--- src/rtl/data_compact_pkg.sv ---
// Shared defaults and helpers for the data_compact group compactor.
package data_compact_pkg;

    localparam int GW_DEF = 8;
    localparam int GN_DEF = 4;
    localparam int SEL_W  = (GN_DEF > 1) ? $clog2(GN_DEF) : 1;

    // One lane's source-group index for the default geometry
    typedef logic [SEL_W-1:0] lane_sel_t;

    function automatic int popcount(input logic [31:0] v);
        int c;
        c = 0;
        for (int i = 0; i < 32; i++) c += int'(v[i]);
        return c;
    endfunction

    function automatic logic [31:0] thermo(input int n);
        logic [31:0] t;
        t = '0;
        for (int i = 0; i < 32; i++) if (i < n) t[i] = 1'b1;
        return t;
    endfunction

endpackage

--- src/rtl/data_compact_sel.sv ---
// Config holding register plus the registered lane-select table and enabled-lane count.
module data_compact_sel
    import data_compact_pkg::*;
#(
    parameter  int GN = GN_DEF,
    localparam int SW = (GN > 1) ? $clog2(GN) : 1,
    localparam int CW = $clog2(GN + 1)
) (
    input  logic                 clk,
    input  logic                 rst,
    input  logic [GN-1:0]        disabled_groups,
    input  logic                 idle,
    output logic [GN-1:0][SW-1:0] sel,
    output logic [CW-1:0]        n_en,
    output logic                 cfg_busy
);

    logic [GN-1:0]         cfg;
    logic [GN-1:0]         pend;
    logic [GN-1:0]         cfg_eff;
    logic [GN-1:0]         en;
    logic [GN-1:0][SW-1:0] sel_nxt;
    logic [SW-1:0]         lane;
    logic                  cfg_load;

    assign cfg_load = idle && !cfg_busy && (pend != cfg);

    // All groups disabled degenerates to pass-through
    always_comb begin
        cfg_eff = (&cfg) ? '0 : cfg;
        en      = ~cfg_eff;
        sel_nxt = '0;
        lane    = '0;
        for (int g = 0; g < GN; g++) begin
            if (en[g]) begin
                sel_nxt[lane] = SW'(g);
                lane          = lane + SW'(1);
            end
        end
    end

    always_ff @(posedge clk) begin
        if (rst) begin
            cfg      <= '0;
            pend     <= '0;
            cfg_busy <= 1'b0;
            n_en     <= CW'(GN);
            for (int k = 0; k < GN; k++) sel[k] <= SW'(k);
        end else begin
            pend     <= disabled_groups;
            cfg_busy <= cfg_load;
            sel      <= sel_nxt;
            n_en     <= CW'(popcount(32'(en)));
            if (cfg_load) cfg <= pend;
        end
    end

endmodule

--- src/rtl/data_compact.sv ---
// Group compactor: drops disabled GW-bit groups and packs the rest from lane 0.
// Define DATA_COMPACT_PACK_EN to pack several compacted samples per output word.
module data_compact
    import data_compact_pkg::*;
#(
    parameter  int GW = GW_DEF,
    parameter  int GN = GN_DEF,
    parameter  int KW = GN,
    localparam int DW = GW * GN
) (
    input  logic          clk,
    input  logic          rst,
    input  logic [GN-1:0] disabled_groups,
    input  logic          flush,
    output logic          sti_tready,
    input  logic          sti_tvalid,
    input  logic [DW-1:0] sti_tdata,
    input  logic          sto_tready,
    output logic          sto_tvalid,
    output logic [DW-1:0] sto_tdata,
    output logic [KW-1:0] sto_tkeep
);

    localparam int SW = (GN > 1) ? $clog2(GN) : 1;
    localparam int CW = $clog2(GN + 1);

    logic [GN-1:0][SW-1:0] sel;
    logic [CW-1:0]         n_en;
    logic                  cfg_busy;
    logic [CW-1:0]         cnt;
    logic                  idle;
    logic                  take;
    logic [DW-1:0]         cmp;

    assign idle       = !sto_tvalid && (cnt == '0) && !sti_tvalid;
    assign sti_tready = (!sto_tvalid || sto_tready) && !cfg_busy;
    assign take       = sti_tvalid && sti_tready;

    data_compact_sel #(.GN(GN)) u_sel (
        .clk             (clk),
        .rst             (rst),
        .disabled_groups (disabled_groups),
        .idle            (idle),
        .sel             (sel),
        .n_en            (n_en),
        .cfg_busy        (cfg_busy)
    );

    always_comb begin
        cmp = '0;
        for (int k = 0; k < GN; k++) begin
            if (CW'(k) < n_en) cmp[k*GW +: GW] = sti_tdata[sel[k]*GW +: GW];
        end
    end

`ifdef DATA_COMPACT_PACK_EN

    logic [DW-1:0] acc;
    logic [DW-1:0] word;
    logic [CW-1:0] cnt_nxt;
    logic [CW-1:0] s_lim;
    logic          flush_pend;
    logic          flush_req;
    logic          out_free;
    logic          emit;

    assign s_lim     = CW'(GN / int'(n_en));
    assign out_free  = !sto_tvalid || sto_tready;
    assign flush_req = flush || flush_pend;

    always_comb begin
        word    = acc;
        cnt_nxt = cnt;
        if (take) begin
            word    = acc | (cmp << (int'(cnt) * int'(n_en) * GW));
            cnt_nxt = cnt + CW'(1);
        end
        emit = (take && ((cnt_nxt == s_lim) || flush_req)) ||
               (!take && flush_req && (cnt != '0) && out_free);
    end

    always_ff @(posedge clk) begin
        if (rst) begin
            sto_tvalid <= 1'b0;
            sto_tdata  <= '0;
            sto_tkeep  <= '0;
            acc        <= '0;
            cnt        <= '0;
            flush_pend <= 1'b0;
        end else if (emit) begin
            sto_tvalid <= 1'b1;
            sto_tdata  <= word;
            sto_tkeep  <= KW'(thermo(int'(cnt_nxt) * int'(n_en)));
            acc        <= '0;
            cnt        <= '0;
            flush_pend <= 1'b0;
        end else begin
            if (sto_tready) sto_tvalid <= 1'b0;
            if (take) begin
                acc <= word;
                cnt <= cnt_nxt;
            end
            // A flush arriving while the output is stalled is remembered
            if (flush && (cnt != '0)) flush_pend <= 1'b1;
        end
    end

`else

    logic unused_flush;
    assign unused_flush = flush;
    assign cnt          = '0;

    always_ff @(posedge clk) begin
        if (rst) begin
            sto_tvalid <= 1'b0;
            sto_tdata  <= '0;
            sto_tkeep  <= '0;
        end else if (take) begin
            sto_tvalid <= 1'b1;
            sto_tdata  <= cmp;
            sto_tkeep  <= KW'(thermo(int'(n_en)));
        end else if (sto_tready) begin
            sto_tvalid <= 1'b0;
        end
    end

`endif

endmodule

--- config.mk ---
export PLATFORM = sky130hd
export DESIGN_NAME = data_compact
export DESIGN_NICKNAME = d
export VERILOG_FILES = /design/src/rtl/data_compact_pkg.sv /design/src/rtl/data_compact_sel.sv /design/src/rtl/data_compact.sv
export SDC_FILE = /design/constraint.sdc
export NUM_CORES = 1
export LEC_CHECK = 0
export CAP_MARGIN = 15
export CORE_MARGIN = 2
export CORE_UTILIZATION = 35
export CTS_CLUSTER_DIAMETER = 120
export CTS_CLUSTER_SIZE = 16
export DETAILED_ROUTE_END_ITERATION = 7
export GPL_TIMING_DRIVEN = 0
export HOLD_SLACK_MARGIN = 0.15
export PLACE_DENSITY = 0.65
export SLEW_MARGIN = 20
export SYNTH_ARGS = -nofsm -noshare
export SYNTH_HDL_FRONTEND = slang
export SYNTH_SLANG_ARGS = --single-unit
--- constraint.sdc ---
create_clock -name clk -period 2.15 [get_ports clk]
set_input_delay 0.43 -clock clk [delete_from_list [all_inputs] [get_ports clk]]
set_output_delay 0.43 -clock clk [all_outputs]
set_load 0.05 [all_outputs]
# Word-level counts from Yosys, hierarchy flattened
# Cells that the tools add are included.
# Widths: inputs -> output; s select.
# totals
register_bits,57
latchBits,0
ram_bits,0
romBits,0
input_bits,41
out_inout_bits,38
wordCells,77
n_memories,0
# op_classes
n_addsub,5
mul,0
div_mod_pow,0
n_lt_le_gt_ge,14
eq_ne,1
shifts,4
mux,23
n_bitwise,5
n_reduce_logical,14
# op_table
operator,count
$shiftx 32x6->8,4
$mux 8,6
$demux 2 s2,3
$lt 1x3->1 const A,4
$lt 2x3->1 const A,4
$mux 2,5
$logic_and 1x1->1,8
$not 4->4,2
$or 8x8->8,1
$mux 1,7
$mux 7,1
$add 3x2->3,2
$lt 2x3->1 const B,2
$and 4x4->4,1
$ge 2x1->1 const B,2
$mux 4,1
$ne 4x4->1,1
$or 3x4->4,1
$reduce_and 4->1,1
$logic_not 1->1,3
$lt 1x3->1 const B,1
$add 1x1->2,1
$add 1x1->2 const B,1
$add 2x1->2 const B,1
other kinds (3),3

# Longest topological paths before layout
# Gate-level depths: netlist of run 1.
# depth
ltp_word,15
mapped_depth,8
ltp_nobuf,7

# Hierarchy
# A second synthesis of run 1 with hierarchy kept.
# hier_totals
hier_cells,236
area_unflattened_um2,3066.7
# modules_own_cells
module,instances,cells_each,area_each_um2,seq_area_each_um2
data_compact,1,142,2155.8,740.7
data_compact_sel,1,94,910.9,400.4

# Worst setup path after synthesis of run 1
# No wires, ideal clock.
# synth_path
path_kind,register -> register
startpoint,register u_sel.cfg[1]
endpoint,register u_sel.sel[3] in the netlist's numbering
setup_ps,112
arrival_ps,1865
t_required_ps,2038
path_slack_ps,173
path_stages_with_launch,9
path_cell_list,dfxtp_1 > buf_2 > inv_1 > ha_1 > inv_1 > ha_1 > nand2b_1 > o21a_1 > a2111oi_1
# synth_between
elab_chain_len,14
word_cells_on_any_way,22
classes_between,add/sub: 2; order compare: 4; mux: 10; bitwise: 3; reduce/logical: 3
# synth_lines
item,line,source
from (decl),data_compact_sel.sv:18,logic [GN-1:0] cfg;
from (signal assigned),data_compact_sel.sv:54,if (cfg_load) cfg <= pend;
$reduce_and 4->1,data_compact_sel.sv:30,cfg_eff = (&cfg) ? '0 : cfg;
$mux 4 *,data_compact_sel.sv:30,
$not 4->4 *,data_compact_sel.sv:31,en = ~cfg_eff;
$mux 1,data_compact_sel.sv:35,if (en[g]) begin
$add 1x1->2,data_compact_sel.sv:37,lane = lane + SW'(1);
$mux 2,data_compact_sel.sv:35,
$add 2x1->2 (tied with other cells),data_compact_sel.sv:37,
$mux 2 / $logic_and 1x1->1 (equally long branches),"data_compact_sel.sv:35, data_compact_sel.sv:36",
$lt 2x3->1 (implied by the code) (tied with other cells),data_compact_sel.sv:36,sel_nxt[lane] = SW'(g);
$logic_and 1x1->1 (implied by the code) / $demux 2 s2 (equally long branches),--,
$mux 2 (implied by the code) / $or 3x4->4 (equally long branches),--,
$demux 2 s2 / $mux 8 (equally long branches),--,
$or 8x8->8 (no line),--,
$mux 8 *,data_compact_sel.sv:35,
to (signal assigned),data_compact_sel.sv:52,sel <= sel_nxt;
to (decl),data_compact_sel.sv:13,"output logic [GN-1:0][SW-1:0] sel,"
# Mark *: on every way between the ends. The rest lies on a longest branch, timed or not.
# A chain may end at the register's enable or synchronous reset.

# Final worst setup path of run 1
# layout_path
startpoint,input port sto_tready
endpoint,output port sti_tready
# layout_between
elab_chain_len,2
# layout_lines
item,line,source
from (decl),data_compact.sv:18,"input logic sto_tready,"
$logic_or 1x1->1,data_compact.sv:36,assign sti_tready = (!sto_tvalid || sto_tready) && !cfg_busy;
$logic_and 1x1->1,data_compact.sv:36,
to (decl),data_compact.sv:15,"output logic sti_tready,"
# No other way between the ends.

==> flow_summary.json, run 1 <==
{
  "outcome": "finished, final reports clean",
  "die_w_um": 94.7,
  "htree_num_levels": 3,
  "first_iter_violations": 64,
  "grt_pass1_vias": 2368,
  "dieHeight_um": 94.7,
  "placedCellCount": 407,
  "rows": 33,
  "clkTransAtPathRegs_ns": 0.07,
  "finalSetupTns_ns": 0,
  "final_core_utilization": 0.497,
  "hold_viol_final": 0,
  "arrival_ns": 1.63,
  "fin_crit_ns": 2.06,
  "portBuffers": 76,
  "core-area_um2": 8090,
  "hold-path-cell-count": 2,
  "nets": 358,
  "globalplace.congestion": 0.836,
  "yosys.area.top_type_share": 0.397,
  "worstMarginPinSlew_ns": 0.653,
  "track_usage": 0.179,
  "dp_hpwl_um": 5640,
  "crit_slowest_cell": "clkdlybuf4s50_1",
  "min_path_type": "in -> reg",
  "grt_pass1_wl_um": 11900,
  "post-synth-top-count-cell": "dfxtp_1",
  "dp_slack_ns": -0.486,
  "ys_ff_latch": 57,
  "leakagePower_nw": 1.40,
  "routedWlPerCell_um": 17.8,
  "reg2reg_slack_ns": 0.22,
  "clock.fmax_ghz": 0.485,
  "syn_nets": 271,
  "syn_inst": 226,
  "synthesis.area_um2": 2880,
  "synth_edf_count": 0,
  "p_per_area_nw_per_um2": 766,
  "cts-root-buf": "clkbuf_8",
  "ant_nets": 0,
  "cts_tree": "yes",
  "via_per_inst": 5.53,
  "skew_ns": 0.0106,
  "cp.required_ns": 1.72,
  "vias": 2341,
  "drive_above_1_share": 0.236,
  "critPathBufInv": 2,
  "worstHoldStart": "rst",
  "final-max-slew-violation-count": 0,
  "grt-ovfl-total": 0,
  "synth.area.top_cells": "dfxtp_1 (40%), mux4_2 (25%), a32o_1 (11%), nor4_4 (2.2%), buf_2 (2.1%)",
  "area_growth_pct": 39.7,
  "synth_top_area_cell": "dfxtp_1",
  "antenna_found_initial": 0,
  "path_cells": "clkdlybuf4s50_1 > and2b_4 > nor2_1 > clkbuf_4",
  "avgSynthCellArea_um2": 12.7,
  "ys_types": 40,
  "synth_common_cells": "dfxtp_1 (57), a32o_1 (32), mux4_2 (32), buf_2 (12), nor2_1 (11)",
  "drcViolationCount": 0,
  "setup_viol_count_final": 0,
  "cts_buffers": 9,
  "async_flop_share": 0,
  "rsz0062_at_grt": "false",
  "fin_crit_sh": 0.958,
  "clock_latency_ns": 0.34,
  "die_area_um2": 8960,
  "cts_setup_buffers": 0,
  "cts_hold_buf": 0,
  "cp_slowest_stage_delay_ns": 0.47,
  "maxCapViolCount": 0,
  "rr_endpoint": "u_sel.sel[3]$_SDFF_PP0_",
  "relSlewSlack": 0.562,
  "antennaDiodeCount": 0,
  "cts.sinks": 57,
  "cts_buffer_depth": 2,
  "path_depth": 4,
  "ir_drop_uv": 306,
  "totalWireLength_um": 7530,
  "grt_max_degree": 11,
  "worst-setup-path-type": "in -> out",
  "crit_fanout": 5,
  "layout.cells.non_filler": 423,
  "first_pass_iters": 4,
  "yosysSeqAreaShare": 0.397,
  "initial_core_util": 0.356,
  "timing.rr.start": "u_sel.cfg[1]$_SDFFE_PP0P_",
  "min_to": "u_sel.n_en[0]$_SDFF_PP0_",
  "rr_worst_depth": 8,
  "yosys_warnings": 0,
  "setup_ws_ns": 0.0899,
  "ioPinCount": 79,
  "critPathLaunchType": "primary input",
  "endpoint_kind": "output pin",
  "synth_ff_type": "dfxtp_1",
  "cp_top_family": "buffers and inverters"
}
==> cell families (layout without fill, tap and decap cells) <==
group                    count (synthesis)  count (layout)  synth area share
multiplexers                            36              36             0.264
flip-flops                              57              57             0.397
XOR/XNOR                                 4               4            0.0122
adder cells (fa/ha/maj)                  5               5            0.0235
buffers and inverters                   25             117            0.0378
AO/OA/AOI/OAI                           56              56             0.167
AND/OR/NAND/NOR                         43              43            0.0991
==> per-layer routing <==
metal | up-vias | wire length, um | GRT usage | share of wire
li1 | 1104 | - | - | -
met5 | - | 0 | 0 | 0
met4 | 0 | 212 | 0.0845 | 0.028
met1 | 1137 | 3050 | 0.222 | 0.40
met3 | 15 | 560 | 0.0463 | 0.074
met2 | 85 | 3710 | 0.290 | 0.49
==> power breakdown <==
part	internal (W)	total, W	switching (W)
clock	0.000627	0.00106	0.000433
sequential	0.00114	0.00119	0.0000463
combinational	0.000364	0.000832	0.000468
==> cells in the final DEF, fill, tap and decap left out, drive strengths merged, types with 5 or more instances in the layout <==
master / count
nor3: 5
clkbuf: 19
dfxtp: 57
a32o: 32
buf: 16
clkdlybuf4s50: 75
mux4: 32
nand2: 5
a21oi: 10
nor2: 11
nor2b: 5
==> timing repair <==
item / in CTS / in global routing
endpoints found under the setup margin: 2 / 3
pin swaps: 0 / 0
resized for setup: 7 / 5
==> cell type report <==
type,count,area [um2]
fill,750,4070
buffer,22,104
tap,105,131
clock buffer,12,165
sequential,57,1140
inverter,3,11.3
multi-input combinational,144,1660
timing repair buffer,76,758
clock inverter,4,50.0
==> flip-flops by register name (all words and copies together), names as in the netlist <==
signal,flops
sto_tdata,32
sto_tkeep,4
sto_tvalid,1
u_sel.cfg,4
u_sel.cfg_busy,1
u_sel.n_en,3
u_sel.pend,4
u_sel.sel,8
==> how the worst max path moves through the flow <==
stage / from / end / slack [ns]
after floorplan: u_sel.cfg[1]$_SDFFE_PP0P_ / u_sel.sel[3]$_SDFF_PP0_ / 0.17
after global placement: sto_tready / sti_tready / -0.48
after detailed placement: sto_tready / sti_tready / -0.49
after CTS: u_sel.cfg[1]$_SDFFE_PP0P_ / u_sel.sel[3]$_SDFF_PP0_ / 0.03
after global routing: sto_tready / sti_tready / 0.02
final: sto_tready / sti_tready / 0.09
==> worst register-to-register path, delay by kind of cell, from the launching register on <==
family	cells	cell delay, ns
AOI/OAI and AO/OA	2	0.50
adders and majority gates	2	0.60
buffers and inverters	3	0.29
DFF	1	0.34
and+or+nand+nor	1	0.10
==> stage by stage <==
step / hold slack [ns] / area, um2 / power, W
floorplan: 0.479 / 2880 / 0.00174
global placement: 0.477 / 3770 / 0.00203
detailed placement: 0.484 / 3770 / 0.00204
CTS: 0.431 / 4000 / 0.00310
global route: 0.446 / 4020 / 0.00322
finish: 0.442 / 4020 / 0.00308
Power figures use the tool's default switching activity.
==> run 2: changes to the inputs <==
--- a/config.mk
+++ b/config.mk
@@ -14,7 +14,6 @@
 export GPL_TIMING_DRIVEN = 0
 export HOLD_SLACK_MARGIN = 0.15
 export PLACE_DENSITY = 0.65
-export SLEW_MARGIN = 20
 export SYNTH_ARGS = -nofsm -noshare
 export SYNTH_HDL_FRONTEND = slang
 export SYNTH_SLANG_ARGS = --single-unit
==> results of run 2 <==
Same layout as run 1: the final DEF is identical, and so are final timing and power.
